## config.mk

```make
export PLATFORM = sky130hd
export DESIGN_NAME = spi_cmd_master
export DESIGN_NICKNAME = d
export VERILOG_FILES = /design/src/rtl/spi_cmd_master_pkg.sv /design/src/rtl/spi_sclk_div.sv /design/src/rtl/spi_cmd_master.sv
export SDC_FILE = /design/constraint.sdc
export NUM_CORES = 1
export LEC_CHECK = 0
export BUFFER_PORTS_ARGS = -buffer_cell sky130_fd_sc_hd__buf_4
export CAP_MARGIN = 20
export CORE_MARGIN = 2
export CORE_UTILIZATION = 35
export CTS_CLUSTER_SIZE = 25
export DETAILED_ROUTE_END_ITERATION = 6
export GPL_ROUTABILITY_DRIVEN = 0
export GPL_TIMING_DRIVEN = 0
export PLACE_DENSITY = 0.54
export SLEW_MARGIN = 20
export SYNTH_ARGS = -nofsm -noshare
export SYNTH_HDL_FRONTEND = slang
export SYNTH_SLANG_ARGS = --single-unit
export TNS_END_PERCENT = 50
```

## constraint.sdc

```tcl
create_clock -name clk -period 2.8 [get_ports clk]
set_clock_uncertainty 0.15 [all_clocks]
set_input_delay 0 -clock clk [delete_from_list [all_inputs] [get_ports clk]]
set_output_delay 0 -clock clk [all_outputs]
set_load 0.05 [all_outputs]
```

## src/rtl/spi_cmd_master_pkg.sv

```systemverilog
// Shared SPI command-protocol package: command codes, master FSM states,
// frame constants and command-classification helpers.
`ifndef SPI_WORD_LENGTH
`define SPI_WORD_LENGTH 8
`endif

package spi_cmd_master_pkg;

  localparam int         SPI_WORD_W      = `SPI_WORD_LENGTH;
  localparam int         SPI_FRAME_WORDS = 3;
  localparam logic [7:0] SPI_DUMMY_BYTE  = 8'h00;

  // Bit 7 set marks a write command; the low bits select the target register group.
  typedef enum logic [7:0] {
    CMD_RD_STATUS = 8'h01,
    CMD_RD_FB     = 8'h02,
    CMD_RD_DIAG   = 8'h03,
    CMD_RD_ID     = 8'h04,
    CMD_WR_CTRL   = 8'h81,
    CMD_WR_CONT   = 8'h82,
    CMD_WR_CLR    = 8'h83,
    CMD_WR_CFG    = 8'h84
  } spi_cmd_t;

  typedef enum logic [2:0] {
    IDLE,
    SETUP,
    SHIFT,
    DONE,
    GAP
  } spi_master_state_t;

  function automatic logic is_write_cmd(input logic [7:0] cmd);
    return cmd[7];
  endfunction

  function automatic logic is_valid_cmd(input logic [7:0] cmd);
    case (cmd)
      CMD_RD_STATUS, CMD_RD_FB, CMD_RD_DIAG, CMD_RD_ID,
      CMD_WR_CTRL, CMD_WR_CONT, CMD_WR_CLR, CMD_WR_CFG: return 1'b1;
      default: return 1'b0;
    endcase
  endfunction

endpackage

```

## src/rtl/spi_sclk_div.sv

```systemverilog
// SCLK half-period tick generator: o_tick pulses every CLK_DIV enabled cycles,
// restarting from zero whenever i_clr is asserted at frame start.
module spi_sclk_div #(
  parameter int CLK_DIV = 4
) (
  input  logic clk,
  input  logic rst_n,
  input  logic i_clr,
  input  logic i_en,
  output logic o_tick
);

  localparam int                CNT_W = $clog2(CLK_DIV + 1);
  localparam logic [CNT_W-1:0]  LAST  = CNT_W'(CLK_DIV - 1);

  logic [CNT_W-1:0] r_cnt;

  assign o_tick = i_en && (r_cnt == LAST);

  always_ff @(posedge clk or negedge rst_n) begin
    if (!rst_n)
      r_cnt <= '0;
    else if (i_clr || o_tick)
      r_cnt <= '0;
    else if (i_en)
      r_cnt <= r_cnt + 1'b1;
  end

endmodule

```

## src/rtl/spi_cmd_master.sv

```systemverilog
// Host-side SPI mode-0 initiator: one request becomes a three-word cs_n-framed
// transaction; the third MISO word is returned. SPI_CMD_CHECK_EN rejects unknown commands.
module spi_cmd_master
  import spi_cmd_master_pkg::*;
#(
  parameter int CLK_DIV = 4,
  parameter int CS_GAP  = 8,
  parameter int WORD_W  = SPI_WORD_W
) (
  input  logic              clk,
  input  logic              rst_n,
  input  logic              req_valid,
  output logic              req_ready,
  input  logic [WORD_W-1:0] req_cmd,
  input  logic [WORD_W-1:0] req_index,
  input  logic [WORD_W-1:0] req_wdata,
  output logic              rsp_valid,
  output logic [WORD_W-1:0] rsp_data,
  output logic              rsp_err,
  output logic              busy,
  output logic              spi_sclk,
  output logic              spi_cs_n,
  output logic              spi_mosi,
  input  logic              spi_miso
);

  localparam int               NBITS    = SPI_FRAME_WORDS * WORD_W;
  localparam int               BIT_W    = $clog2(NBITS + 1);
  localparam int               GAP_W    = $clog2(CS_GAP + 1);
  localparam logic [BIT_W-1:0] LAST_BIT = BIT_W'(NBITS - 1);
  localparam logic [GAP_W-1:0] GAP_LAST = GAP_W'((CS_GAP > 1) ? CS_GAP - 2 : 0);
  localparam logic             HAS_GAP  = (CS_GAP > 1);

  spi_master_state_t r_state, w_state_next;
  logic              r_sclk_hi;
  logic [BIT_W-1:0]  r_bit_cnt;
  logic [GAP_W-1:0]  r_gap_cnt;
  logic [NBITS-1:0]  r_tx;
  logic [WORD_W-1:0] r_rx;
  logic [WORD_W-1:0] r_rsp_data;
  logic              r_err;
  logic              w_accept, w_tick, w_cmd_ok, w_last_bit, w_div_en;

  assign w_accept   = req_valid && (r_state == IDLE);
  assign w_last_bit = (r_bit_cnt == LAST_BIT);
  assign w_div_en   = (r_state == SETUP) || (r_state == SHIFT);

`ifdef SPI_CMD_CHECK_EN
  assign w_cmd_ok = is_valid_cmd(req_cmd);
`else
  assign w_cmd_ok = 1'b1;
`endif

  spi_sclk_div #(.CLK_DIV(CLK_DIV)) u_sclk_div (
    .clk    (clk),
    .rst_n  (rst_n),
    .i_clr  (w_accept),
    .i_en   (w_div_en),
    .o_tick (w_tick)
  );

  always_ff @(posedge clk or negedge rst_n) begin
    if (!rst_n)
      r_state <= IDLE;
    else
      r_state <= w_state_next;
  end

  always_comb begin
    w_state_next = r_state;
    case (r_state)
      IDLE:    if (w_accept) w_state_next = w_cmd_ok ? SETUP : DONE;
      SETUP:   if (w_tick) w_state_next = SHIFT;
      SHIFT:   if (w_tick && !r_sclk_hi && w_last_bit) w_state_next = DONE;
      DONE:    w_state_next = (r_err || !HAS_GAP) ? IDLE : GAP;
      GAP:     if (r_gap_cnt == GAP_LAST) w_state_next = IDLE;
      default: w_state_next = IDLE;
    endcase
  end

  // MISO is sampled on the edges that raise SCLK; only the newest word is kept.
  always_ff @(posedge clk or negedge rst_n) begin
    if (!rst_n) begin
      r_sclk_hi  <= 1'b0;
      r_bit_cnt  <= '0;
      r_gap_cnt  <= '0;
      r_tx       <= '0;
      r_rx       <= '0;
      r_rsp_data <= '0;
      r_err      <= 1'b0;
    end else begin
      case (r_state)
        IDLE: if (w_accept) begin
          r_tx      <= {req_cmd, req_index,
                        is_write_cmd(req_cmd) ? req_wdata : WORD_W'(SPI_DUMMY_BYTE)};
          r_bit_cnt <= '0;
          r_sclk_hi <= 1'b0;
          r_err     <= !w_cmd_ok;
          if (!w_cmd_ok) r_rsp_data <= '0;
        end
        SETUP: if (w_tick) begin
          r_sclk_hi <= 1'b1;
          r_rx      <= {r_rx[WORD_W-2:0], spi_miso};
        end
        SHIFT: if (w_tick) begin
          if (r_sclk_hi) begin
            r_sclk_hi <= 1'b0;
            r_tx      <= {r_tx[NBITS-2:0], 1'b0};
          end else if (w_last_bit) begin
            r_rsp_data <= r_rx;
          end else begin
            r_bit_cnt <= r_bit_cnt + 1'b1;
            r_sclk_hi <= 1'b1;
            r_rx      <= {r_rx[WORD_W-2:0], spi_miso};
          end
        end
        DONE:    r_gap_cnt <= '0;
        GAP:     r_gap_cnt <= r_gap_cnt + 1'b1;
        default: ;
      endcase
    end
  end

  always_comb begin
    req_ready = (r_state == IDLE);
    busy      = (r_state != IDLE);
    spi_cs_n  = !w_div_en;
    spi_sclk  = (r_state == SHIFT) && r_sclk_hi;
    spi_mosi  = w_div_en ? r_tx[NBITS-1] : 1'b0;
    rsp_valid = (r_state == DONE);
    rsp_data  = r_rsp_data;
`ifdef SPI_CMD_CHECK_EN
    rsp_err   = (r_state == DONE) && r_err;
`else
    rsp_err   = 1'b0;
`endif
  end

endmodule

```

==> metrics.md <==
| Metric | Value |
|---|---|
| Num CTS Buffers | 5 |
| Synth Warn # | 0 |
| Post-DR vias/cell | 4.91 |
| Top-Level Pins | 43 |
| CTS root buf | clkbuf_8 |
| Net Count, Synth | 286 |
| Period minus WS final | 2.13 ns |
| Worst skew pair latency | 0.30 ns |
| Commonest cells after routing, fill and taps aside | dfrtp_1, buf_4, dlygate4sd3_1 |
| Clock Sinks | 56 |
| Initial antenna violation count | 0 |
| First-pass GRT wire length | 9920 um |
| Startpoint class of the critical path | flip-flop |
| Endpoints failing setup | 0 |
| Max_slew headroom | 52.7% |
| Commonest non-fill, non-tap cell in the layout | dfrtp_1 |
| Vias post-DR | 2,116 |
| HP Class | input pin to asynchronous set/reset pin |
| Post-synth EDFFs | 0 |
| Port Buffers | 41 |
| FF-to-FF path depth | 5 |
| Max Fclk | 469 MHz |
| Crit. End Element | flip-flop |
| Number of global-route vias before repair | 2,173 |
| Final core utilization | 46.4% |
| Status | finished clean |
| H-tree Lvls | 2 |
| CTS tree | built |
| Design area | 3550 um2 |
| Starting Density | 35.8% |
| CTS Buffer Depth | 2 |
| Fin cells | 431 |
| Mean Syn Cell Area | 10.8 um2 |
| Layout cell share with drive strength beyond 1 | 25.5% |
| Largest net degree at the start of global routing | 57 |
| Lkg Pwr | 1.73 nW |
| DP Area | 3170 um2 |
| First DRT Iteration DRCs | 121 |
| Final worst-path cycle share | 76.2% |
| Routed wire length | 5680 um |
| FF+latch count, synth | 56 |
| Core region area | 7650 um2 |
| Slew Viols, Final | 0 |
| Crit-path max FO | 8 |
| Dpl cells | 396 |
| Worst Tran Pin Value | 0.709 ns |
| Global-route usage over all layers | 14.1% |
| Netlist cell types | 44 |
| Most used DFF post-synth | dfrtp_1 |
| WL/cell | 13.2 um |
| Cell Rows | 32 |
| Post-Syn Instances | 253 |
| Peak supply drop | 0.243 mV |
| # diodes | 0 |
| Register area share after synthesis | 51.2% |
| Detailed placer's ending HPWL | 3830 um |
| Critical Path AT | 2.17 ns |
| PwrDens | 396 nW/um2 |
| Antenna Nets Post-Route | 0 |
| Nets | 362 |
| DRT Pass-1 Iters | 4 |
| Remaining DRCs | 0 |
| Data required, critical path | 2.84 ns |
| Mapped Area | 2740 um2 |
| Max-cap violation count | 0 |
| Floorplan die height | 92.4 um |
| Die area | 8540 um2 |
| WS Path Type | flip-flop to flip-flop |
| Overall Power | 1.41 mW |
| Die Wd | 92.4 um |
| Synthesis-to-layout area growth | 29.7% |
| Fin Setup TNS | 0 ns |
| RSZ-0062 raised after global routing | false |
| Clock slew at reported path FFs | 0.10 ns |
| Final Hold Fails | 0 |
| Post-synth ARST share | 100% |
| Overflow after GRT | 0 |
-- sequential cells by signal, summed over array words and instances (netlist names) --
register	cells
r_gap_cnt	4
r_sclk_hi	1
r_rx	8
r_state	3
u_sclk_div.r_cnt	3
r_tx	24
r_bit_cnt	5
rsp_data	8
-- worst paths after layout --
check,start,slack [ns],to
min in group clk,spi_miso,0.33,r_rx[0]
worst max register to register,r_state[0],0.67,r_tx[0]
worst max-delay path,r_state[0],0.67,r_tx[0]
worst min register to register,r_tx[20],0.34,r_tx[20]
worst min-delay path,rst_n,0.14,r_bit_cnt[3]
max in group asynchronous,rst_n,1.90,r_tx[21]
-- Yosys cell counts, types with 6 or more instances --
master / count / area, um2
inv_1: 6 / 22.5
nor2_1: 12 / 45.0
dfrtp_1: 56 / 1400
and3_1: 8 / 50.1
mux2_2: 16 / 180
mux2i_1: 17 / 170
buf_2: 6 / 30.0
o21ai_0: 17 / 85.1
o21ai_1: 9 / 45.0
nand2_1: 26 / 97.6
a21oi_1: 15 / 75.1
-- worst max-delay path: stages, from the launching register on --
cell and delay, ns:
dfrtp_1 0.45, or3b_2 0.48, clkbuf_1 0.20, nand3_1 0.13, dlygate4sd3_1 0.55, o21ai_0 0.07
-- where the power goes --
part           switching (mW)  internal [mW]  leakage, nW
clock                   0.257          0.221       0.0503
sequential            0.00709          0.821        0.723
combinational          0.0397         0.0597        0.961
total                   0.304           1.10         1.73
-- kinds of logic after synthesis --
| family | after synthesis | synth area share (%) |
|---|---|---|
| DFF | 56 | 51.2 |
| muxes | 33 | 12.8 |
| other | 1 | 0.137 |
| buffers and inverters | 21 | 4.25 |
| and+or+nand+nor | 79 | 16.6 |
| AOI/OAI and AO/OA | 56 | 12.0 |
| adders and majority gates | 5 | 2.29 |
| xor gates and xnor gates | 2 | 0.640 |
-- cell type report --
| cell class | count | area, um2 |
|---|---|---|
| clock buffer | 7 | 96.3 |
| timing repair buffer | 69 | 588 |
| tap | 102 | 128 |
| fill | 738 | 4100 |
| sequential | 56 | 1400 |
| inverter | 6 | 22.5 |
| buffer | 15 | 93.8 |
| multi-input combinational | 176 | 1220 |
-- metal layers --
layer,part of all wire [%],vias up,global-route usage (%)
met5,0,-,0
met3,3.1,6,2.77
li1,-,1034,-
met4,1.2,0,4.35
met2,49,31,23.5
met1,47,1045,18.7
-- through the flow --
stage / hold WS, ns / worst slack (ns)
final: 0.141 / 0.666
after global routing: 0.199 / 0.498
after CTS: 0.161 / 0.670
after detailed placement: -0.0370 / 0.692
after global placement: -0.0351 / 0.702
after floorplan: -0.446 / 0.632
-- timing repair --
item | CTS | global route
hold endpoints to repair | 83 | 0
hold buffers | 28 | 0
gates resized for setup | 0 | 0
setup buffers | 0 | 0
Power figures use the tool's default switching activity.
